<file path="src/rtl/program_loader_if.sv">
// Loader bus: start, byte stream (valid/ready), the CPU imem/dmem write ports and status.
// master = image source / observer, slave = program_loader.
interface program_loader_if;
  logic        start;
  logic        in_valid;
  logic [7:0]  in_data;
  logic        in_ready;
  logic [63:0] imem_addr;
  logic        imem_wen;
  logic [31:0] imem_wdata;
  logic [63:0] dmem_addr;
  logic        dmem_wen;
  logic [63:0] dmem_wdata;
  logic        cpu_enable;
  logic        busy;
  logic        error;

  modport master (
    output start, in_valid, in_data,
    input  in_ready, imem_addr, imem_wen, imem_wdata,
    input  dmem_addr, dmem_wen, dmem_wdata, cpu_enable, busy, error
  );

  modport slave (
    input  start, in_valid, in_data,
    output in_ready, imem_addr, imem_wen, imem_wdata,
    output dmem_addr, dmem_wen, dmem_wdata, cpu_enable, busy, error
  );
endinterface

</file>
<file path="src/rtl/program_loader.sv">
// Boot loader: unpacks a little-endian image (N_I, N_D, words, dwords) into CPU imem/dmem writes,
// then raises cpu_enable. Optional trailing XOR checksum byte when LOADER_CHECKSUM_EN is defined.
module program_loader #(
  parameter int unsigned IMEM_DEPTH = 512,
  parameter int unsigned DMEM_DEPTH = 1024,
  parameter logic [63:0] IMEM_BASE  = 64'd0,
  parameter logic [63:0] DMEM_BASE  = 64'd0
) (
  input  logic            clk,
  input  logic            srst,
  program_loader_if.slave bus
);

  typedef enum logic [2:0] {
    S_IDLE, S_HDR, S_IMEM, S_DMEM, S_CHK, S_DONE, S_ERR
  } state_t;

`ifdef LOADER_CHECKSUM_EN
  localparam state_t PAYLOAD_END = S_CHK;
`else
  localparam state_t PAYLOAD_END = S_DONE;
`endif

  localparam logic [16:0] IMEM_LIM = 17'(IMEM_DEPTH);
  localparam logic [16:0] DMEM_LIM = 17'(DMEM_DEPTH);

  state_t      state, state_nxt;
  logic [2:0]  byte_cnt;
  logic [15:0] word_cnt;
  logic [15:0] n_i, n_d;
  logic [23:0] hdr_lo;
  logic [55:0] pack;
  logic        imem_wen_q, dmem_wen_q;
  logic [63:0] imem_addr_q, dmem_addr_q;
  logic [31:0] imem_wdata_q;
  logic [63:0] dmem_wdata_q;
  logic        cpu_enable_q, error_q;
  logic        in_ready_c, busy_c, xfer, restart;
  logic [15:0] hdr_n_i, hdr_n_d;
  logic        last_word, last_dword;
`ifdef LOADER_CHECKSUM_EN
  logic [7:0]  csum;
`endif

  // No byte is taken during a write cycle, which keeps the two write ports from ever colliding.
  assign busy_c     = (state == S_HDR) || (state == S_IMEM) || (state == S_DMEM) || (state == S_CHK);
  assign in_ready_c = busy_c && !imem_wen_q && !dmem_wen_q;
  assign xfer       = bus.in_valid && in_ready_c;
  assign restart    = bus.start && ((state == S_IDLE) || (state == S_DONE) || (state == S_ERR));

  assign hdr_n_i    = hdr_lo[15:0];
  assign hdr_n_d    = {bus.in_data, hdr_lo[23:16]};
  assign last_word  = (word_cnt == n_i - 16'd1);
  assign last_dword = (word_cnt == n_d - 16'd1);

  always_ff @(posedge clk) begin
    if (srst) begin
      state <= S_IDLE;
    end else begin
      state <= state_nxt;
    end
  end

  always_comb begin
    state_nxt = state;
    case (state)
      S_IDLE: begin
        if (bus.start) state_nxt = S_HDR;
      end
      S_HDR: begin
        if (xfer && byte_cnt == 3'd3) begin
          if ({1'b0, hdr_n_i} > IMEM_LIM || {1'b0, hdr_n_d} > DMEM_LIM) state_nxt = S_ERR;
          else if (hdr_n_i != 16'd0)                                   state_nxt = S_IMEM;
          else if (hdr_n_d != 16'd0)                                   state_nxt = S_DMEM;
          else                                                          state_nxt = PAYLOAD_END;
        end
      end
      S_IMEM: begin
        if (xfer && byte_cnt == 3'd3 && last_word)
          state_nxt = (n_d != 16'd0) ? S_DMEM : PAYLOAD_END;
      end
      S_DMEM: begin
        if (xfer && byte_cnt == 3'd7 && last_dword) state_nxt = PAYLOAD_END;
      end
`ifdef LOADER_CHECKSUM_EN
      S_CHK: begin
        if (xfer) state_nxt = (bus.in_data == csum) ? S_DONE : S_ERR;
      end
`endif
      S_DONE, S_ERR: begin
        if (bus.start) state_nxt = S_HDR;
      end
      default: state_nxt = S_IDLE;
    endcase
  end

  // Bytes are shifted in from the top, so after the last byte the word is {in_data, earlier bytes}.
  always_ff @(posedge clk) begin
    if (srst) begin
      byte_cnt     <= 3'd0;
      word_cnt     <= 16'd0;
      n_i          <= 16'd0;
      n_d          <= 16'd0;
      hdr_lo       <= 24'd0;
      pack         <= 56'd0;
      imem_wen_q   <= 1'b0;
      dmem_wen_q   <= 1'b0;
      imem_addr_q  <= 64'd0;
      dmem_addr_q  <= 64'd0;
      imem_wdata_q <= 32'd0;
      dmem_wdata_q <= 64'd0;
      cpu_enable_q <= 1'b0;
      error_q      <= 1'b0;
`ifdef LOADER_CHECKSUM_EN
      csum         <= 8'd0;
`endif
    end else begin
      imem_wen_q   <= 1'b0;
      dmem_wen_q   <= 1'b0;
      cpu_enable_q <= (state == S_DONE) && (state_nxt == S_DONE);
      error_q      <= (state_nxt == S_ERR);
      if (restart) begin
        byte_cnt <= 3'd0;
        word_cnt <= 16'd0;
`ifdef LOADER_CHECKSUM_EN
        csum     <= 8'd0;
`endif
      end else if (xfer) begin
`ifdef LOADER_CHECKSUM_EN
        csum <= csum ^ bus.in_data;
`endif
        case (state)
          S_HDR: begin
            hdr_lo <= {bus.in_data, hdr_lo[23:8]};
            if (byte_cnt == 3'd3) begin
              n_i      <= hdr_n_i;
              n_d      <= hdr_n_d;
              byte_cnt <= 3'd0;
              word_cnt <= 16'd0;
            end else begin
              byte_cnt <= byte_cnt + 3'd1;
            end
          end
          S_IMEM: begin
            pack <= {bus.in_data, pack[55:8]};
            if (byte_cnt == 3'd3) begin
              imem_wen_q   <= 1'b1;
              imem_addr_q  <= IMEM_BASE + {46'd0, word_cnt, 2'b00};
              imem_wdata_q <= {bus.in_data, pack[55:32]};
              byte_cnt     <= 3'd0;
              word_cnt     <= last_word ? 16'd0 : word_cnt + 16'd1;
            end else begin
              byte_cnt <= byte_cnt + 3'd1;
            end
          end
          S_DMEM: begin
            pack <= {bus.in_data, pack[55:8]};
            if (byte_cnt == 3'd7) begin
              dmem_wen_q   <= 1'b1;
              dmem_addr_q  <= DMEM_BASE + {45'd0, word_cnt, 3'b000};
              dmem_wdata_q <= {bus.in_data, pack};
              byte_cnt     <= 3'd0;
              word_cnt     <= last_dword ? 16'd0 : word_cnt + 16'd1;
            end else begin
              byte_cnt <= byte_cnt + 3'd1;
            end
          end
          default: ;
        endcase
      end
    end
  end

  assign bus.in_ready   = in_ready_c;
  assign bus.busy       = busy_c;
  assign bus.imem_addr  = imem_addr_q;
  assign bus.imem_wen   = imem_wen_q;
  assign bus.imem_wdata = imem_wdata_q;
  assign bus.dmem_addr  = dmem_addr_q;
  assign bus.dmem_wen   = dmem_wen_q;
  assign bus.dmem_wdata = dmem_wdata_q;
  assign bus.cpu_enable = cpu_enable_q;
  assign bus.error      = error_q;

endmodule

</file>
<file path="src/flat_wrapper.sv">
// flat-port wrapper written by rule: the top's interface ports become plain ports
module program_loader_flat 
#(
  parameter int unsigned IMEM_DEPTH = 512,
  parameter int unsigned DMEM_DEPTH = 1024,
  parameter logic [63:0] IMEM_BASE  = 64'd0,
  parameter logic [63:0] DMEM_BASE  = 64'd0
)
  (clk, srst, bus_start, bus_in_valid, bus_in_data, bus_in_ready, bus_imem_addr, bus_imem_wen, bus_imem_wdata, bus_dmem_addr, bus_dmem_wen, bus_dmem_wdata, bus_cpu_enable, bus_busy, bus_error);
  program_loader_if bus_i ();
  input  logic clk;
  input  logic srst;
  input wire logic [$bits(bus_i.start)-1:0] bus_start;
  input wire logic [$bits(bus_i.in_valid)-1:0] bus_in_valid;
  input wire logic [$bits(bus_i.in_data)-1:0] bus_in_data;
  output wire logic [$bits(bus_i.in_ready)-1:0] bus_in_ready;
  output wire logic [$bits(bus_i.imem_addr)-1:0] bus_imem_addr;
  output wire logic [$bits(bus_i.imem_wen)-1:0] bus_imem_wen;
  output wire logic [$bits(bus_i.imem_wdata)-1:0] bus_imem_wdata;
  output wire logic [$bits(bus_i.dmem_addr)-1:0] bus_dmem_addr;
  output wire logic [$bits(bus_i.dmem_wen)-1:0] bus_dmem_wen;
  output wire logic [$bits(bus_i.dmem_wdata)-1:0] bus_dmem_wdata;
  output wire logic [$bits(bus_i.cpu_enable)-1:0] bus_cpu_enable;
  output wire logic [$bits(bus_i.busy)-1:0] bus_busy;
  output wire logic [$bits(bus_i.error)-1:0] bus_error;
  assign bus_i.start = bus_start;
  assign bus_i.in_valid = bus_in_valid;
  assign bus_i.in_data = bus_in_data;
  assign bus_in_ready = bus_i.in_ready;
  assign bus_imem_addr = bus_i.imem_addr;
  assign bus_imem_wen = bus_i.imem_wen;
  assign bus_imem_wdata = bus_i.imem_wdata;
  assign bus_dmem_addr = bus_i.dmem_addr;
  assign bus_dmem_wen = bus_i.dmem_wen;
  assign bus_dmem_wdata = bus_i.dmem_wdata;
  assign bus_cpu_enable = bus_i.cpu_enable;
  assign bus_busy = bus_i.busy;
  assign bus_error = bus_i.error;
  program_loader #(.IMEM_DEPTH(IMEM_DEPTH), .DMEM_DEPTH(DMEM_DEPTH), .IMEM_BASE(IMEM_BASE), .DMEM_BASE(DMEM_BASE)) u_core (.clk(clk), .srst(srst), .bus(bus_i));
endmodule
</file>
<file path="config.mk">
export PLATFORM = sky130hd
export DESIGN_NAME = program_loader_flat
export DESIGN_NICKNAME = d
export VERILOG_FILES = /design/src/rtl/program_loader_if.sv /design/src/rtl/program_loader.sv /design/src/flat_wrapper.sv
export SDC_FILE = /design/constraint.sdc
export NUM_CORES = 1
export LEC_CHECK = 0
export ABC_AREA = 0
export CORE_ASPECT_RATIO = 1.75
export CORE_MARGIN = 4
export CORE_UTILIZATION = 35
export DETAILED_ROUTE_END_ITERATION = 10
export HOLD_SLACK_MARGIN = 0.15
export PLACE_DENSITY_LB_ADDON = 0.3
export SYNTH_ARGS = -nofsm -noshare
export SYNTH_HDL_FRONTEND = slang
export SYNTH_SLANG_ARGS = --single-unit
</file>
<file path="constraint.sdc">
create_clock -name clk -period 7.9 [get_ports clk]
set_input_delay 0.79 -clock clk [delete_from_list [all_inputs] [get_ports clk]]
set_output_delay 0.79 -clock clk [all_outputs]
set_load 0.02 [all_outputs]
</file>
==> flow_summary.json <==
{
  "die_y_um": 250.3,
  "ys_top_cells_by_area": "dfxtp_1 45%, nand2_1 17%, a21oi_1 12%",
  "ant_nets": 0,
  "ys_seq_area_share_pct": 45.33,
  "fin_nets": 1635,
  "netlist_top_cells_count": "519 x nand2_1, 277 x a21oi_1, 266 x dfxtp_1",
  "setup_violations": 0,
  "worst_pin_slew_ns": 1.166,
  "clkTransAtPathRegs_ns": 0.07,
  "cpPeakStageDelay_ns": 0.96,
  "yosysWarnings": 0,
  "drive_above_1_share_pct": 3.626,
  "critPathMaxFanout": 33,
  "grt_usage_pct": 17.24,
  "clk_latency_ns": 0.51,
  "yosysTopAreaCell": "dfxtp_1",
  "syn_to_final_growth_pct": 16.53,
  "wl_per_cell_um": 16.41,
  "drt_iter0_markers": 577,
  "drt-vias-per-instance": 5.010,
  "synth_top_area_share_pct": 45.33,
  "cp_num_buf_inv": 2,
  "async_flop_share_pct": 0,
  "syn_area_sq_um": 11750,
  "criticalPathCategory": "primary input to flop",
  "clockBufferDepth": 3,
  "initial_core_util_pct": 35.56,
  "cts_setup_buffers": 0,
  "synth_edf_count": 0,
  "skew_ns": 0.01099,
  "outcome": "finished, final reports clean",
  "cpLargestDelayFamily": "simple AND/OR/NAND/NOR gates",
  "fin_crit_ns": 3.773,
  "synth.distinct_cells": 64,
  "maxCapViolCount": 0,
  "grt_max_degree": 132,
  "arrival_ns": 4.15,
  "hold_class": "flop to flop",
  "firstDrtPassIters": 5,
  "grt_setup_unrepaired": "no",
  "crit_path_cell_trace": "clkdlybuf4s50_1, or4b_2, nor3b_2, buf_4, and2_1, nor2_1, nand2_1, a21oi_1",
  "fin_crit_sh_pct": 47.76,
  "cts.sinks": 266,
  "cts_tree": "done",
  "slew_viol_final": 0,
  "p_per_area_nw_per_um2": 185.3,
  "cts_resized": 0,
  "hold_buffers": 0,
  "syn_avg_cell_area_sq_um": 7.618,
  "endpoint_kind": "flop",
  "gr-total-overflow": 0,
  "synthMostInstantiatedCell": "nand2_1",
  "cts_htree_levels": 1,
  "setup_tns_ns": 0,
  "synth_seq_cells": 266,
  "postLayoutCoreUtil_pct": 41.44,
  "die_width_um": 146.5,
  "peakVddDrop_mv": 0.1743,
  "required_ns": 8.28,
  "cts-root-buf": "clkbuf_16",
  "place.gp.congestion": 0.9313,
  "finalHoldViolCount": 0,
  "slew_headroom_pct": 22.25,
  "finalPower_mw": 2.536,
  "syn_inst": 1542,
  "fmax_mhz": 265.1,
  "crit_path_start_kind": "primary input",
  "numCtsBuffers": 23,
  "grt_pass1_vias": 9403,
  "antenna_found_initial": 0,
  "dp_hpwl_um": 23130,
  "wirelength_um": 33350,
  "drc": 0,
  "p_leak_nw": 4.659,
  "num_rows": 88,
  "portBuffers": 145,
  "antenna_cells": 0,
  "grt_pass1_wl_um": 51720,
  "num_vias": 10180,
  "io_pins": 242,
  "synth_ff_type": "dfxtp_1",
  "crit_slowest_cell": "and2_1",
  "fp.coreArea_sq_um": 33030,
  "die_area_sq_um": 36670
}
layout make-up:
class / instances / area, sq um
clock buffers: 32 / 619.3
repair buffers: 155 / 1528
fillers: 3371 / 19340
flip-flops and latches: 266 / 5325
well taps: 405 / 506.7
multi-input cells: 1153 / 5575
clock inverters: 4 / 70.07
inverters: 17 / 63.81
logic make-up (layout without fill, tap and decap cells):
kind of cell             count (synthesis)  in the layout  share of synthesized area, %
buffers and inverters                  218            208                         10.44
adder cells (fa/ha/maj)                  7              7                        0.7456
AO/OA/AOI/OAI                          321            321                         14.93
XOR/XNOR                                54             54                         4.026
other                                    1             96                       0.03193
flip-flops                             266            266                         45.33
AND/OR/NAND/NOR                        674            674                         24.40
multiplexers                             1              1                       0.08522
layer usage:
layer  up-vias  GRT usage (%)  part of all wire (%)
li1       5028              -                     -
met1      4796          18.95                    38
met2       301          33.02                    54
met3        56          2.262                   4.7
met4         0          6.862                   3.5
met5         -              0                     0
registers in the layout, summed over array words and instances, names as in the netlist:
signal                 cells
u_core.n_i                16
u_core.bus.dmem_wdata     64
u_core.state               3
u_core.bus.imem_wdata     32
u_core.bus.error           1
u_core.word_cnt           16
u_core.n_d                16
u_core.byte_cnt            3
u_core.bus.imem_wen        1
u_core.bus.imem_addr      16
u_core.hdr_lo             24
u_core.bus.dmem_addr      16
u_core.bus.dmem_wen        1
u_core.bus.cpu_enable      1
u_core.pack               56
per-stage QoR:
step | cell area [sq um] | setup slack [ns] | cells | hold slack (ns)
after floorplan | 12100 | 5.076 | 1637 | 0.4321
after global routing | 13690 | 3.892 | 2032 | 0.4613
after detailed placement | 13000 | 3.653 | 1996 | 0.4445
final | 13690 | 4.127 | 2032 | 0.4518
after global placement | 13000 | 3.685 | 1996 | 0.4406
after CTS | 13690 | 4.199 | 2032 | 0.4542
worst min-delay path, delay by kind of cell, from the launching register on:
family / cells / cell delay [ns]
AO/OA/AOI/OAI: 1 / 0.05
flip-flops: 1 / 0.31
AND/OR/NAND/NOR: 1 / 0.05
report_power, final:
part           switching (mW)  leakage [nW]  internal [mW]
logic                  0.0838          2.18         0.0141
clock network           0.479         0.336          0.609
registers             0.00629          2.14           1.34
total                   0.569          4.66           1.97
layout by cell type (no fill, tap or decap), types with 3 or more instances in the layout:
cell / synthesis / layout
nand2_1: 519 / 516
a21oi_1: 277 / 277
dfxtp_1: 266 / 266
clkdlybuf4s50_1: 0 / 144
conb_1: 1 / 96
nor2_1: 33 / 31
xnor2_1: 28 / 28
xor2_1: 26 / 26
clkbuf_16: 0 / 23
nor3_1: 18 / 18
inv_1: 17 / 17
nand3_1: 16 / 16
nor4_1: 15 / 15
nand4_1: 12 / 12
buf_4: 97 / 10
nand2b_1: 8 / 8
or3_1: 8 / 8
o21ai_0: 8 / 8
clkbuf_1: 92 / 8
and3_1: 7 / 7
nand3b_1: 7 / 7
ha_1: 7 / 7
a211oi_1: 5 / 5
and2_1: 5 / 4
nor3b_1: 4 / 4
o22ai_1: 4 / 4
nand2_2: 0 / 3
or4b_2: 3 / 3
or4_1: 3 / 3
o31a_1: 3 / 3
a31oi_1: 3 / 3
final timing paths:
path	endpoint	cells past startpoint	from	slack [ns]
hold / removal	u_core.bus.dmem_wdata[4]	2	u_core.pack[4]	0.45
hold reg to reg	u_core.bus.dmem_wdata[4]	2	u_core.pack[4]	0.45
setup reg to reg	u_core.word_cnt[6]	7	u_core.state[2]	4.32
setup / recovery	u_core.word_cnt[6]	8	bus_in_valid	4.13
Note: power is estimated with default switching activity, not from simulation.
